## config.mk

```make
export PLATFORM = sky130hd
export DESIGN_NAME = lsu_memstage_flat
export DESIGN_NICKNAME = d
export VERILOG_FILES = /design/src/rtl/lsu_pkg.sv /design/src/rtl/lsu_if.sv /design/src/rtl/lsu_align.sv /design/src/rtl/lsu_memstage.sv /design/src/flat_wrapper.sv
export SDC_FILE = /design/constraint.sdc
export NUM_CORES = 1
export LEC_CHECK = 0
export BUFFER_PORTS_ARGS = -buffer_cell sky130_fd_sc_hd__buf_2
export CORE_UTILIZATION = 50
export DETAILED_ROUTE_END_ITERATION = 8
export PLACE_DENSITY = 0.81
export SLEW_MARGIN = 20
export SYNTH_ARGS = -nofsm -noshare
export SYNTH_HDL_FRONTEND = slang
export SYNTH_SLANG_ARGS = --single-unit
```

## constraint.sdc

```tcl
create_clock -name clk -period 2.1 [get_ports clk]
set_input_delay 0.105 -clock clk [delete_from_list [all_inputs] [get_ports clk]]
set_output_delay 0.105 -clock clk [all_outputs]
set_load 0.05 [all_outputs]
```

## src/rtl/lsu_pkg.sv

```systemverilog
// Shared types for the load/store memory stage: FSM states, RV32I funct3
// access encodings and fault cause codes.
package lsu_pkg;

  typedef enum logic [1:0] {
    IDLE,
    REQ,
    RESP,
    DONE
  } state_e;

  localparam logic [2:0] F3_B  = 3'b000;
  localparam logic [2:0] F3_H  = 3'b001;
  localparam logic [2:0] F3_W  = 3'b010;
  localparam logic [2:0] F3_BU = 3'b100;
  localparam logic [2:0] F3_HU = 3'b101;

  typedef enum logic [1:0] {
    CAUSE_NONE     = 2'b00,
    CAUSE_MISALIGN = 2'b01,
    CAUSE_ILLEGAL  = 2'b10,
    CAUSE_TIMEOUT  = 2'b11
  } cause_e;

endpackage

```

## src/rtl/lsu_if.sv

```systemverilog
// Data-memory port: req/gnt request phase followed by an rvalid data phase.
interface lsu_if;
  logic        req;
  logic        we;
  logic [31:0] addr;
  logic [31:0] wdata;
  logic [3:0]  be;
  logic        gnt;
  logic        rvalid;
  logic [31:0] rdata;

  modport master (output req, we, addr, wdata, be, input gnt, rvalid, rdata);
  modport slave  (input req, we, addr, wdata, be, output gnt, rvalid, rdata);
endinterface

```

## src/rtl/lsu_align.sv

```systemverilog
// Combinational lane logic: byte enables, store-data replication and access
// checks on the request side; lane extraction and extension on the load side.
module lsu_align
  import lsu_pkg::*;
(
  input  logic [2:0]  funct3,
  input  logic        is_store,
  input  logic [1:0]  addr_lo,
  input  logic [31:0] store_data,
  input  logic [2:0]  ld_funct3,
  input  logic [1:0]  ld_addr_lo,
  input  logic [31:0] rdata,
  output logic [3:0]  be,
  output logic [31:0] wdata,
  output logic        misalign,
  output logic        illegal,
  output logic [31:0] load_ext
);

  logic [7:0]  lane_b;
  logic [15:0] lane_h;

  always_comb begin
    // NOTE: every output gets a default first so no path can infer a latch.
    be       = '0;
    wdata    = '0;
    misalign = 1'b0;
    illegal  = 1'b0;
    case (funct3)
      F3_B: begin
        be = 4'b0001 << addr_lo;
        if (is_store) wdata = {4{store_data[7:0]}};
      end
      F3_H: begin
        be       = 4'b0011 << addr_lo;
        misalign = addr_lo[0];
        if (is_store) wdata = {2{store_data[15:0]}};
      end
      F3_W: begin
        be       = 4'b1111;
        misalign = |addr_lo;
        if (is_store) wdata = store_data;
      end
      F3_BU: begin
        be      = 4'b0001 << addr_lo;
        illegal = is_store;
      end
      F3_HU: begin
        be       = 4'b0011 << addr_lo;
        misalign = addr_lo[0];
        illegal  = is_store;
      end
      default: illegal = 1'b1;
    endcase
  end

  assign lane_b = rdata[{ld_addr_lo, 3'b000} +: 8];
  assign lane_h = rdata[{ld_addr_lo[1], 4'b0000} +: 16];

  always_comb begin
    case (ld_funct3)
      F3_B:    load_ext = {{24{lane_b[7]}}, lane_b};
      F3_H:    load_ext = {{16{lane_h[15]}}, lane_h};
      F3_BU:   load_ext = {24'h0, lane_b};
      F3_HU:   load_ext = {16'h0, lane_h};
      default: load_ext = rdata;
    endcase
  end

endmodule

```

## src/rtl/lsu_memstage.sv

```systemverilog
// Memory stage: runs one load/store over the req/gnt/rvalid port while
// stalling the core, with access checks and a bus timeout.
module lsu_memstage
  import lsu_pkg::*;
#(
  parameter int unsigned TIMEOUT = 16
) (
  input  logic        clk,
  input  logic        rst_n,
  input  logic        mem_read,
  input  logic        mem_write,
  input  logic [2:0]  funct3,
  input  logic [31:0] alu_result,
  input  logic [31:0] store_data,
  output logic        stall,
  output logic [31:0] load_data,
  output logic        ld_valid,
  output logic        fault,
  output logic [1:0]  fault_cause,
  lsu_if.master       dmem
);

  localparam int unsigned CW = $clog2(TIMEOUT);

  state_e        state;
  logic [CW-1:0] cnt;
  logic [2:0]    lat_f3;
  logic [1:0]    lat_lo;
  logic          lat_we;
  logic [31:0]   lat_addr;
  logic [31:0]   lat_wdata;
  logic [3:0]    lat_be;
  logic          to_fault;

  logic [3:0]    be_c;
  logic [31:0]   wdata_c;
  logic [31:0]   ld_ext;
  logic          misalign;
  logic          illegal_f3;

  logic          idle;
  logic          any_op;
  logic          both_op;
  logic          bad_op;
  logic          good_op;
  logic          timeout;

  lsu_align u_align (
    .funct3     (funct3),
    .is_store   (mem_write),
    .addr_lo    (alu_result[1:0]),
    .store_data (store_data),
    .ld_funct3  (lat_f3),
    .ld_addr_lo (lat_lo),
    .rdata      (dmem.rdata),
    .be         (be_c),
    .wdata      (wdata_c),
    .misalign   (misalign),
    .illegal    (illegal_f3),
    .load_ext   (ld_ext)
  );

  // The IDLE decode is combinational, so gate it with rst_n to keep stall and
  // fault low for the whole time reset is held.
  assign idle    = (state == IDLE) && rst_n;
  assign any_op  = mem_read | mem_write;
  assign both_op = mem_read & mem_write;
  assign bad_op  = any_op && (both_op || illegal_f3 || misalign);
  assign good_op = (mem_read ^ mem_write) && !illegal_f3 && !misalign;
  assign timeout = (cnt == CW'(TIMEOUT - 1));

  assign stall = (state == REQ) || (state == RESP) || (idle && good_op);
  assign fault = (idle && bad_op) || to_fault;

  always_comb begin
    fault_cause = CAUSE_NONE;
    if (idle && bad_op)
      fault_cause = (both_op || illegal_f3) ? CAUSE_ILLEGAL : CAUSE_MISALIGN;
    else if (to_fault)
      fault_cause = CAUSE_TIMEOUT;
  end

  assign dmem.req   = (state == REQ);
  assign dmem.we    = lat_we;
  assign dmem.addr  = lat_addr;
  assign dmem.wdata = lat_wdata;
  assign dmem.be    = lat_be;

  // NOTE: the request fields and load_data are architecturally visible after
  // reset, so they are flops with a reset value rather than reset-free storage.
  always_ff @(posedge clk or negedge rst_n) begin
    if (!rst_n) begin
      state     <= IDLE;
      cnt       <= '0;
      lat_f3    <= '0;
      lat_lo    <= '0;
      lat_we    <= 1'b0;
      lat_addr  <= '0;
      lat_wdata <= '0;
      lat_be    <= '0;
      to_fault  <= 1'b0;
      ld_valid  <= 1'b0;
      load_data <= '0;
    end else begin
      // NOTE: non-blocking assignments throughout, so every branch below sees
      // the pre-edge values of state and cnt.
      ld_valid <= 1'b0;
      to_fault <= 1'b0;
      case (state)
        IDLE: begin
          if (good_op) begin
            state     <= REQ;
            cnt       <= '0;
            lat_f3    <= funct3;
            lat_lo    <= alu_result[1:0];
            lat_we    <= mem_write;
            lat_addr  <= {alu_result[31:2], 2'b00};
            lat_wdata <= wdata_c;
            lat_be    <= be_c;
          end
        end
        REQ: begin
          cnt <= cnt + 1'b1;
          if (dmem.gnt && lat_we) begin
            state <= DONE;
          end else if (timeout) begin
            state     <= DONE;
            to_fault  <= 1'b1;
            load_data <= '0;
          end else if (dmem.gnt) begin
            state <= RESP;
          end
        end
        RESP: begin
          cnt <= cnt + 1'b1;
          if (dmem.rvalid) begin
            state     <= DONE;
            load_data <= ld_ext;
            ld_valid  <= 1'b1;
          end else if (timeout) begin
            state     <= DONE;
            to_fault  <= 1'b1;
            load_data <= '0;
          end
        end
        DONE: state <= IDLE;
        default: state <= IDLE;
      endcase
    end
  end

endmodule

```

## src/flat_wrapper.sv

```systemverilog
// flat-port wrapper written by rule: the top's interface ports become plain ports
module lsu_memstage_flat import lsu_pkg::*;
#(
  parameter int unsigned TIMEOUT = 16
)
  (clk, rst_n, mem_read, mem_write, funct3, alu_result, store_data, stall, load_data, ld_valid, fault, fault_cause, dmem_req, dmem_we, dmem_addr, dmem_wdata, dmem_be, dmem_gnt, dmem_rvalid, dmem_rdata);
  lsu_if dmem_i ();
  input  logic clk;
  input  logic rst_n;
  input  logic mem_read;
  input  logic mem_write;
  input  logic [2:0] funct3;
  input  logic [31:0] alu_result;
  input  logic [31:0] store_data;
  output logic stall;
  output logic [31:0] load_data;
  output logic ld_valid;
  output logic fault;
  output logic [1:0] fault_cause;
  output wire logic [$bits(dmem_i.req)-1:0] dmem_req;
  output wire logic [$bits(dmem_i.we)-1:0] dmem_we;
  output wire logic [$bits(dmem_i.addr)-1:0] dmem_addr;
  output wire logic [$bits(dmem_i.wdata)-1:0] dmem_wdata;
  output wire logic [$bits(dmem_i.be)-1:0] dmem_be;
  input wire logic [$bits(dmem_i.gnt)-1:0] dmem_gnt;
  input wire logic [$bits(dmem_i.rvalid)-1:0] dmem_rvalid;
  input wire logic [$bits(dmem_i.rdata)-1:0] dmem_rdata;
  assign dmem_req = dmem_i.req;
  assign dmem_we = dmem_i.we;
  assign dmem_addr = dmem_i.addr;
  assign dmem_wdata = dmem_i.wdata;
  assign dmem_be = dmem_i.be;
  assign dmem_i.gnt = dmem_gnt;
  assign dmem_i.rvalid = dmem_rvalid;
  assign dmem_i.rdata = dmem_rdata;
  lsu_memstage #(.TIMEOUT(TIMEOUT)) u_core (.clk(clk), .rst_n(rst_n), .mem_read(mem_read), .mem_write(mem_write), .funct3(funct3), .alu_result(alu_result), .store_data(store_data), .stall(stall), .load_data(load_data), .ld_valid(ld_valid), .fault(fault), .fault_cause(fault_cause), .dmem(dmem_i));
endmodule
```

==> metrics.md, run 1 <==
| Metric | Value |
|---|---|
| Final Slew Violations | `0` |
| Status | `completed` |
| Pwr Density | `1650 mW/mm²` |
| Worst hold margin | `~0.011 ns` |
| CTS tree | `built` |
| Place WS | `around 0.044 ns` |
| Total congestion overflow | `0` |
| Drt wl/cell | `~18 µm` |
| Yosys warnings | `0` |
| Minimum clock period | `2.02 ns` |
| Starting Density | `0.516` |
| Input/output buffers | `209` |
| Remaining DRCs | `0` |
| DR vias/cell | `5.76` |
| Die area | `approximately 0.012 mm²` |
| H-tree depth | `3` |
| Number of synthesized flops with an enable pin | `0` |
| HPWL Detailed | `~11000 µm` |
| R2R Path End | `u_core.load_data[8]` |
| Final period utilization | `0.962` |
| Clock-pin slew on the worst setup and hold paths | `~0.11 ns` |
| R2r setup slk | `about 0.1 ns` |
| Post-synth top area cell | `dfrtp_1` |
| Rel. slew slack | `0.326` |
| Area delta synth->final | `36.7%` |
| Max Cap Viol | `0` |
| Arr. time, crit path | `around 1.9 ns` |
| VDD IR-drop max | `approximately 0.0011 V` |
| Sink Count | `around 110` |
| Worst setup path endpoint | `fault_cause[1]` |
| Hold path startpoint | `dmem_rdata[23]` |
| Latest clock arrival within the worst-skew pair | `0.38 ns` |
| TritonCTS Buffers | `9` |
| Placeable Area | `between 0.01 and 0.015 mm²` |
| Startpoint Class | `flip-flop` |
| Worst setup path class | `flip-flop to output port` |
| Post-synth top area share | `0.499` |
| DRT Wirelength | `16300 µm` |
| All-layer global routing usage | `0.281` |
| NumNets Final | `~860` |
| WP data required | `~2.0 ns` |
| Crit. Startpoint | `u_core.state[0]` |
| Initial antenna violation count | `1` |
| Area contributors post-synth | `dfrtp_1, mux2_2, mux2i_1` |
| Clk root buf | `clkbuf_8` |
| Clk_skew | `between 0.01 and 0.015 ns` |
| FF-to-FF path depth | `8` |
| Number of global-route vias before repair | `between 5000 and 6000` |
| Post-Syn Area | `0.00562 mm²` |
| LEAKAGE | `3.76 nW` |
| Primary FF master, synth | `dfrtp_1` |
| Setup crit end kind | `output port` |
| Row cnt | `38` |
| GPL Wtd Cong | `about 0.9` |
| Post-route ant nets | `0` |
| Max Freq | `roughly 0.50 GHz` |
| Hold Fails Final Rpt | `0` |
| Die Y | `roughly 110 µm` |
| TritonRoute pass-1 iters | `9` |
| Worst Hold Class | `input pin to flip-flop` |
| Die W | `roughly 110 µm` |
| Register area share after synthesis | `0.499` |
| Setup Viol. Count Final | `0` |
| I/O Pins | `between 200 and 250` |
| Iter 0 DRT Violations | `between 300 and 400` |
| Clock buffer depth | `2` |
| Netlist cell types | `54` |
| Pin count of the biggest net entering global routing | `between 100 and 150` |
| Worst-Margin Slew | `1.00 ns` |
| Reg-to-Reg Start | `u_core.state[0]` |
| First-pass GRT wire length | `approximately 25000 µm` |
| Vias | `approximately 5000` |
| Share of layout cells above drive strength 1 | `0.433` |
| Post-synthesis cell count | `485` |
| Post-synth ARST share | `1.00` |
| Filler cells | `800` |
| Synthesis-stage register bit count | `112` |
| Syn avg cell area | `11.6 µm²` |
| Critical Path Fanout Max | `10` |
| PnR worst setup slack | `a little over 0.08 ns` |
## area by class of cell
cell class                      instances  area [µm²]  share of cell area
Sequential cell                       112        2800               0.365
Multi-Input combinational cell        319        2570               0.335
Timing Repair Buffer                  287        1830               0.239
Tap cell                              140         175              0.0228
Clock buffer                           10         128              0.0166
Clock inverter                          6         113              0.0147
Inverter                               15        56.3             0.00733
Antenna cell                            1        2.50            0.000326
## metrics by stage
step	cells	setup TNS [ns]	utilization	area (µm²)	total power, mW
after floorplan	486	-0.0467	-	5620	9.12
after global placement	812	0	0.624	6800	10.7
after detailed placement	812	0	0.624	6800	10.9
after CTS	887	0	0.703	7650	12.6
after global routing	890	-0.0881	0.705	7680	13.3
final	890	0	0.705	7680	12.7
## synth_stat cells, drive strengths merged, types with 2 or more instances
| cell | n |
|---|---|
| nand2 | 33 |
| nor3 | 10 |
| nor3b | 2 |
| o221ai | 2 |
| buf | 20 |
| o21a | 3 |
| a31o | 7 |
| mux2 | 50 |
| o21ai | 20 |
| clkbuf | 20 |
| a21oi | 17 |
| nor2 | 9 |
| nand2b | 5 |
| and2 | 10 |
| a221o | 23 |
| o21bai | 2 |
| a22o | 17 |
| a21o | 4 |
| a31oi | 2 |
| and3 | 5 |
| o211ai | 2 |
| dfrtp | 112 |
| inv | 15 |
| mux2i | 26 |
| nor4 | 9 |
| ha | 7 |
| nor2b | 6 |
| nand3 | 2 |
| or2 | 4 |
| a211o | 2 |
| o2bb2ai | 24 |
## worst min path at each step
stage                                      end  cells after the start  slack (ns)
after global routing      u_core.load_data[23]                      2      0.0005
after CTS                 u_core.load_data[17]                      2       0.004
after floorplan                  u_core.cnt[0]                      0       -0.19
final                     u_core.load_data[23]                      2        0.01
after global placement     u_core.dmem.addr[9]                      2        0.30
after detailed placement   u_core.dmem.addr[9]                      2        0.30
## placed cells by master (no fill, tap or decap), types with 3 or more instances in the layout
master,instances
dlygate4sd3_1,56
a22o_1,17
nor4_1,9
a221o_1,23
mux2_2,50
buf_4,19
nor2b_1,5
a31o_2,7
nand2b_1,5
buf_12,3
bufinv_16,3
and2_1,9
buf_2,205
o21a_1,3
nor2_2,3
inv_1,13
a21oi_1,15
mux2i_1,26
ha_1,5
clkbuf_8,9
o21ai_0,18
and3_1,4
nor3_1,10
buf_6,4
nor2_1,6
nand2_1,33
o2bb2ai_1,24
dfrtp_1,112
a21o_1,4
## cell families after synthesis
logic type	after synthesis	share of synthesized area
and+or+nand+nor	100	0.0949
adders and majority gates	7	0.0156
buffers and inverters	55	0.0501
muxes	77	0.151
AOI/OAI and AO/OA	133	0.189
DFF	112	0.499
other	1	0.000668
## state kept, by name, indices dropped and copies added, names as in the netlist
| name | flops |
|---|---|
| u_core.dmem.wdata | 32 |
| u_core.load_data | 32 |
| u_core.dmem.addr | 30 |
| u_core.cnt | 4 |
| u_core.dmem.be | 4 |
| u_core.lat_f3 | 3 |
| u_core.lat_lo | 2 |
| u_core.state | 2 |
| u_core.dmem.we | 1 |
| u_core.ld_valid | 1 |
| u_core.to_fault | 1 |
## report_power, final
group | total, mW | internal, mW | switching (mW) | leakage, nW
combinational | 7.37 | 2.32 | 5.05 | 2.22
clock | 1.55 | 0.800 | 0.753 | 0.121
sequential | 3.76 | 3.13 | 0.634 | 1.42
## routing by layer
metal / track usage / wire length, µm
met1: 0.326 / 6280
met2: 0.483 / 8010
met4: 0.145 / 665
met5: 0 / 0
met3: 0.0651 / 1320
## worst max-delay path, cell delays in order (launching register included)
cell and delay (ns):
dfrtp_1 0.42, inv_2 0.10, ha_4 0.15, buf_6 0.13, nand2_1 0.07, or2_4 0.26
o21ai_1 0.14, o21ai_1 0.10, buf_6 0.17
## what timing repair did
item,in CTS,in global routing
endpoints found under the hold margin,167,0
hold buffers,56,0
buffers inserted,3,2
pin swaps,0,1
cloned,0,0
gates resized for setup,10,6
setup endpoints to repair,3,26
No activity file was read; power rests on OpenSTA's default activity.
==> inputs of run 2 (changes only) <==
--- a/config.mk
+++ b/config.mk
@@ -6,10 +6,12 @@
 export NUM_CORES = 1
 export LEC_CHECK = 0
 export BUFFER_PORTS_ARGS = -buffer_cell sky130_fd_sc_hd__buf_2
+export CORE_MARGIN = 2
 export CORE_UTILIZATION = 50
 export DETAILED_ROUTE_END_ITERATION = 8
-export PLACE_DENSITY = 0.81
+export PLACE_DENSITY = 0.8
 export SLEW_MARGIN = 20
 export SYNTH_ARGS = -nofsm -noshare
 export SYNTH_HDL_FRONTEND = slang
+export SYNTH_HIERARCHICAL = 1
 export SYNTH_SLANG_ARGS = --single-unit
==> metrics.md, run 2 <==
| Metric | Value |
|---|---|
| Vias | `4982 (-2.9%)` |
| Clk_skew | `0.00452 ns (-0.00962 ns)` |
| Die area | `0.0129 mm² (+11%)` |
| Worst-Margin Slew | `0.593 ns (-0.410 ns)` |
| VDD IR-drop max | `0.00105 V (-2.6%)` |
| Clk root buf | `clkbuf_16` |
| Max Freq | `0.503 GHz (+1.6%)` |
| Sw Ratio | `0.501 (-0.00584)` |
| GPL Wtd Cong | `0.935 (+5.7%)` |
| Placeable Area | `0.0119 mm² (+8.9%)` |
| Reg-to-Reg Start | `u_core/lat_lo[0]` |
| Netlist cell types | `47 (-13%)` |
| Status | `completed` |
| Die W | `114 µm (+5.3%)` |
| Critical Path Fanout Max | `4 (-6)` |
| Area post-placement | `0.00721 mm² (+6.1%)` |
| Post-synth ARST share | `1.00 (unchanged)` |
| Row cnt | `40 (+5.3%)` |
| Drt wl/cell | `18.5 µm (+1.1%)` |
| Internal | `6.72 mW (+7.5%)` |
| Worst Hold Class | `input pin to flip-flop` |
| CTS tree | `built` |
| Worst setup path class | `flip-flop to output port` |
| Post-synth top area share | `0.465 (-0.0336)` |
| Number of global-route vias before repair | `5126 (-0.14%)` |
| Latest clock arrival within the worst-skew pair | `0.35 ns (-0.03 ns)` |
| Area contributors post-synth | `dfrtp_1, mux2_4, a22o_1` |
| Final Slew Violations | `0 (unchanged)` |
| Clock buffer depth | `2 (unchanged)` |
| Top cells by count, synth | `dfrtp_1, mux2_4, nand2_1` |
| Register area share after synthesis | `0.465 (-0.0336)` |
| Post-synth top area cell | `dfrtp_1` |
| HPWL Detailed | `11800 µm (+7.1%)` |
| Pin count of the biggest net entering global routing | `113 (unchanged)` |
| Net Sw Power | `6.75 mW (+5.0%)` |
| Startpoint Class | `flip-flop` |
| TritonCTS Buffers | `9 (unchanged)` |
| LEAKAGE | `4.02 nW (+6.8%)` |
| Filler cells | `887 (+11%)` |
| Post-Syn Area | `0.00602 mm² (+7.2%)` |
| Starting Density | `0.508 (-0.00817)` |
| Synthesis-stage register bit count | `112 (unchanged)` |
| Gate power share | `0.588 (+0.007)` |
| # diodes | `0 (-1)` |
| Setup crit end kind | `output port` |
| Design area | `0.00785 mm² (+2.2%)` |
| Iter 0 DRT Violations | `425 (+22%)` |
| Crit. Startpoint | `u_core/state[0]` |
| Share of layout cells above drive strength 1 | `0.439 (+0.00619)` |
| Setup TNS | `0 ns (unchanged)` |
| Minimum clock period | `1.99 ns (-0.0310 ns)` |
| Total congestion overflow | `0 (unchanged)` |
| PnR worst setup slack | `0.112 ns (+0.0310 ns)` |
| TritonRoute pass-1 iters | `5 (-4)` |
| I/O Pins | `212 (unchanged)` |
| H-tree depth | `3 (unchanged)` |
| Primary FF master, synth | `dfrtp_1` |
| Syn avg cell area | `12.0 µm² (+3.2%)` |
| Die Y | `114 µm (+5.3%)` |
| Sequential power share | `0.280 (-0.017)` |
| WP data required | `2.00 ns (about the same)` |
| DRT Wirelength | `16400 µm (+1.1%)` |
| Initial antenna violation count | `0 (-1)` |
| Most common cell in the synthesized netlist | `dfrtp_1` |
| Hold Fails Final Rpt | `0 (unchanged)` |
| Remaining DRCs | `0 (unchanged)` |
| Area delta synth->final | `30.4%` |
| Hold path startpoint | `alu_result[1]` |
| DR vias/cell | `5.60 (-2.9%)` |
| Most common cell after layout, fill and taps aside | `buf_2` |
| NumNets Final | `850 (-0.70%)` |
| Input/output buffers | `209 (unchanged)` |
| Clock-pin slew on the worst setup and hold paths | `0.07 ns (-0.04 ns)` |
| Pwr Density | `1720 mW/mm² (+3.9%)` |
| Place WS | `0.104 ns (+0.0605 ns)` |
| Clk pwr share | `0.131 (+0.009)` |
| Post-route ant nets | `0 (unchanged)` |
| Commonest non-fill, non-tap cells in the layout | `buf_2, dfrtp_1, mux2_4` |
| Rel. slew slack | `0.605 (+0.278)` |
| Post-synthesis cell count | `504 (+3.9%)` |
| Setup Viol. Count Final | `0 (unchanged)` |
| Number of synthesized flops with an enable pin | `0 (unchanged)` |
| All-layer global routing usage | `0.255 (-0.0252)` |
| Final period utilization | `0.947 (-0.0148)` |
| Sink Count | `112 (unchanged)` |
| Max Cap Viol | `0 (unchanged)` |
| Yosys warnings | `6 (+6)` |
| RSZ-0062 raised after global routing | `no` |
| First-pass GRT wire length | `26000 µm (+3.7%)` |
| Arr. time, crit path | `1.88 ns (-0.03 ns)` |
## run 2: timing repair
action                                  4_1_cts  5_1_grt
gates resized for setup                       8        0
hold buffers                                 31        0
pin swaps                                     1        1
hold endpoints to repair                    142        0
endpoints found under the setup margin        3        1
setup buffers                                 0        0
## run 2: logic make-up (layout without fill, tap and decap cells)
family / after synthesis / in the layout / synth area share
AO/OA/AOI/OAI: 107 / 107 / 0.135
AND/OR/NAND/NOR: 129 / 129 / 0.112
multiplexers: 100 / 100 / 0.222
buffers and inverters: 48 / 286 / 0.0505
other: 1 / 2 / 0.000623
flip-flops: 112 / 112 / 0.465
adder cells (fa/ha/maj): 7 / 7 / 0.0145
## run 2: final cells by class
type	count	area (µm²)	share of cell area
inverters	9	33.8	0.00430
well taps	147	184	0.0234
clock buffers	10	229	0.0292
clock inverters	6	78.8	0.0100
repair buffers	261	1570	0.200
multi-input cells	345	2950	0.376
flip-flops and latches	112	2800	0.357
## run 2: layer usage
layer | share of wire | GRT usage | vias to the layer above
met5 | 0 | 0 | -
met2 | 0.50 | 0.436 | 270
met3 | 0.077 | 0.0478 | 30
li1 | - | - | 2273
met4 | 0.023 | 0.0984 | 0
met1 | 0.40 | 0.324 | 2409
## run 2: power by group through the flow
stage                     Combinational, mW  Sequential, mW  Clock, mW
after floorplan                        3.06            6.72          0
after global placement                 7.64            3.75          0
after detailed placement               7.82            3.78          0
after CTS                              7.93            3.78       1.81
after global routing                   8.34            3.90       1.89
final                                  7.93            3.78       1.77
## run 2: path summary, 6_finish.rpt
path	end	slack, ns	cells past startpoint
min in group asynchronous	u_core/ld_valid	0.43	3
min	u_core/lat_lo[1]	0.04	2
max in group asynchronous	u_core/load_data[11]	1.23	3
max	fault_cause[0]	0.11	6
max reg2reg	u_core/load_data[8]	0.27	4
min reg2reg	u_core/dmem.wdata[29]	0.50	1
## run 2: through the flow
step	hold WS (ns)	util	instances	total power [mW]
floorplan	-0.191	-	505	9.78
global placement	0.256	0.608	843	11.4
detailed placement	0.276	0.608	843	11.6
CTS	0.0267	0.662	890	13.5
global route	0.0485	0.662	890	14.1
finish	0.0416	0.662	890	13.5
## run 2: critical path: stages (launching register included)
cell and delay (ns):
dfrtp_1 0.41, inv_2 0.12, ha_4 0.15, nand2_1 0.09, nor3_4 0.19, mux2_2 0.37, buf_4 0.19
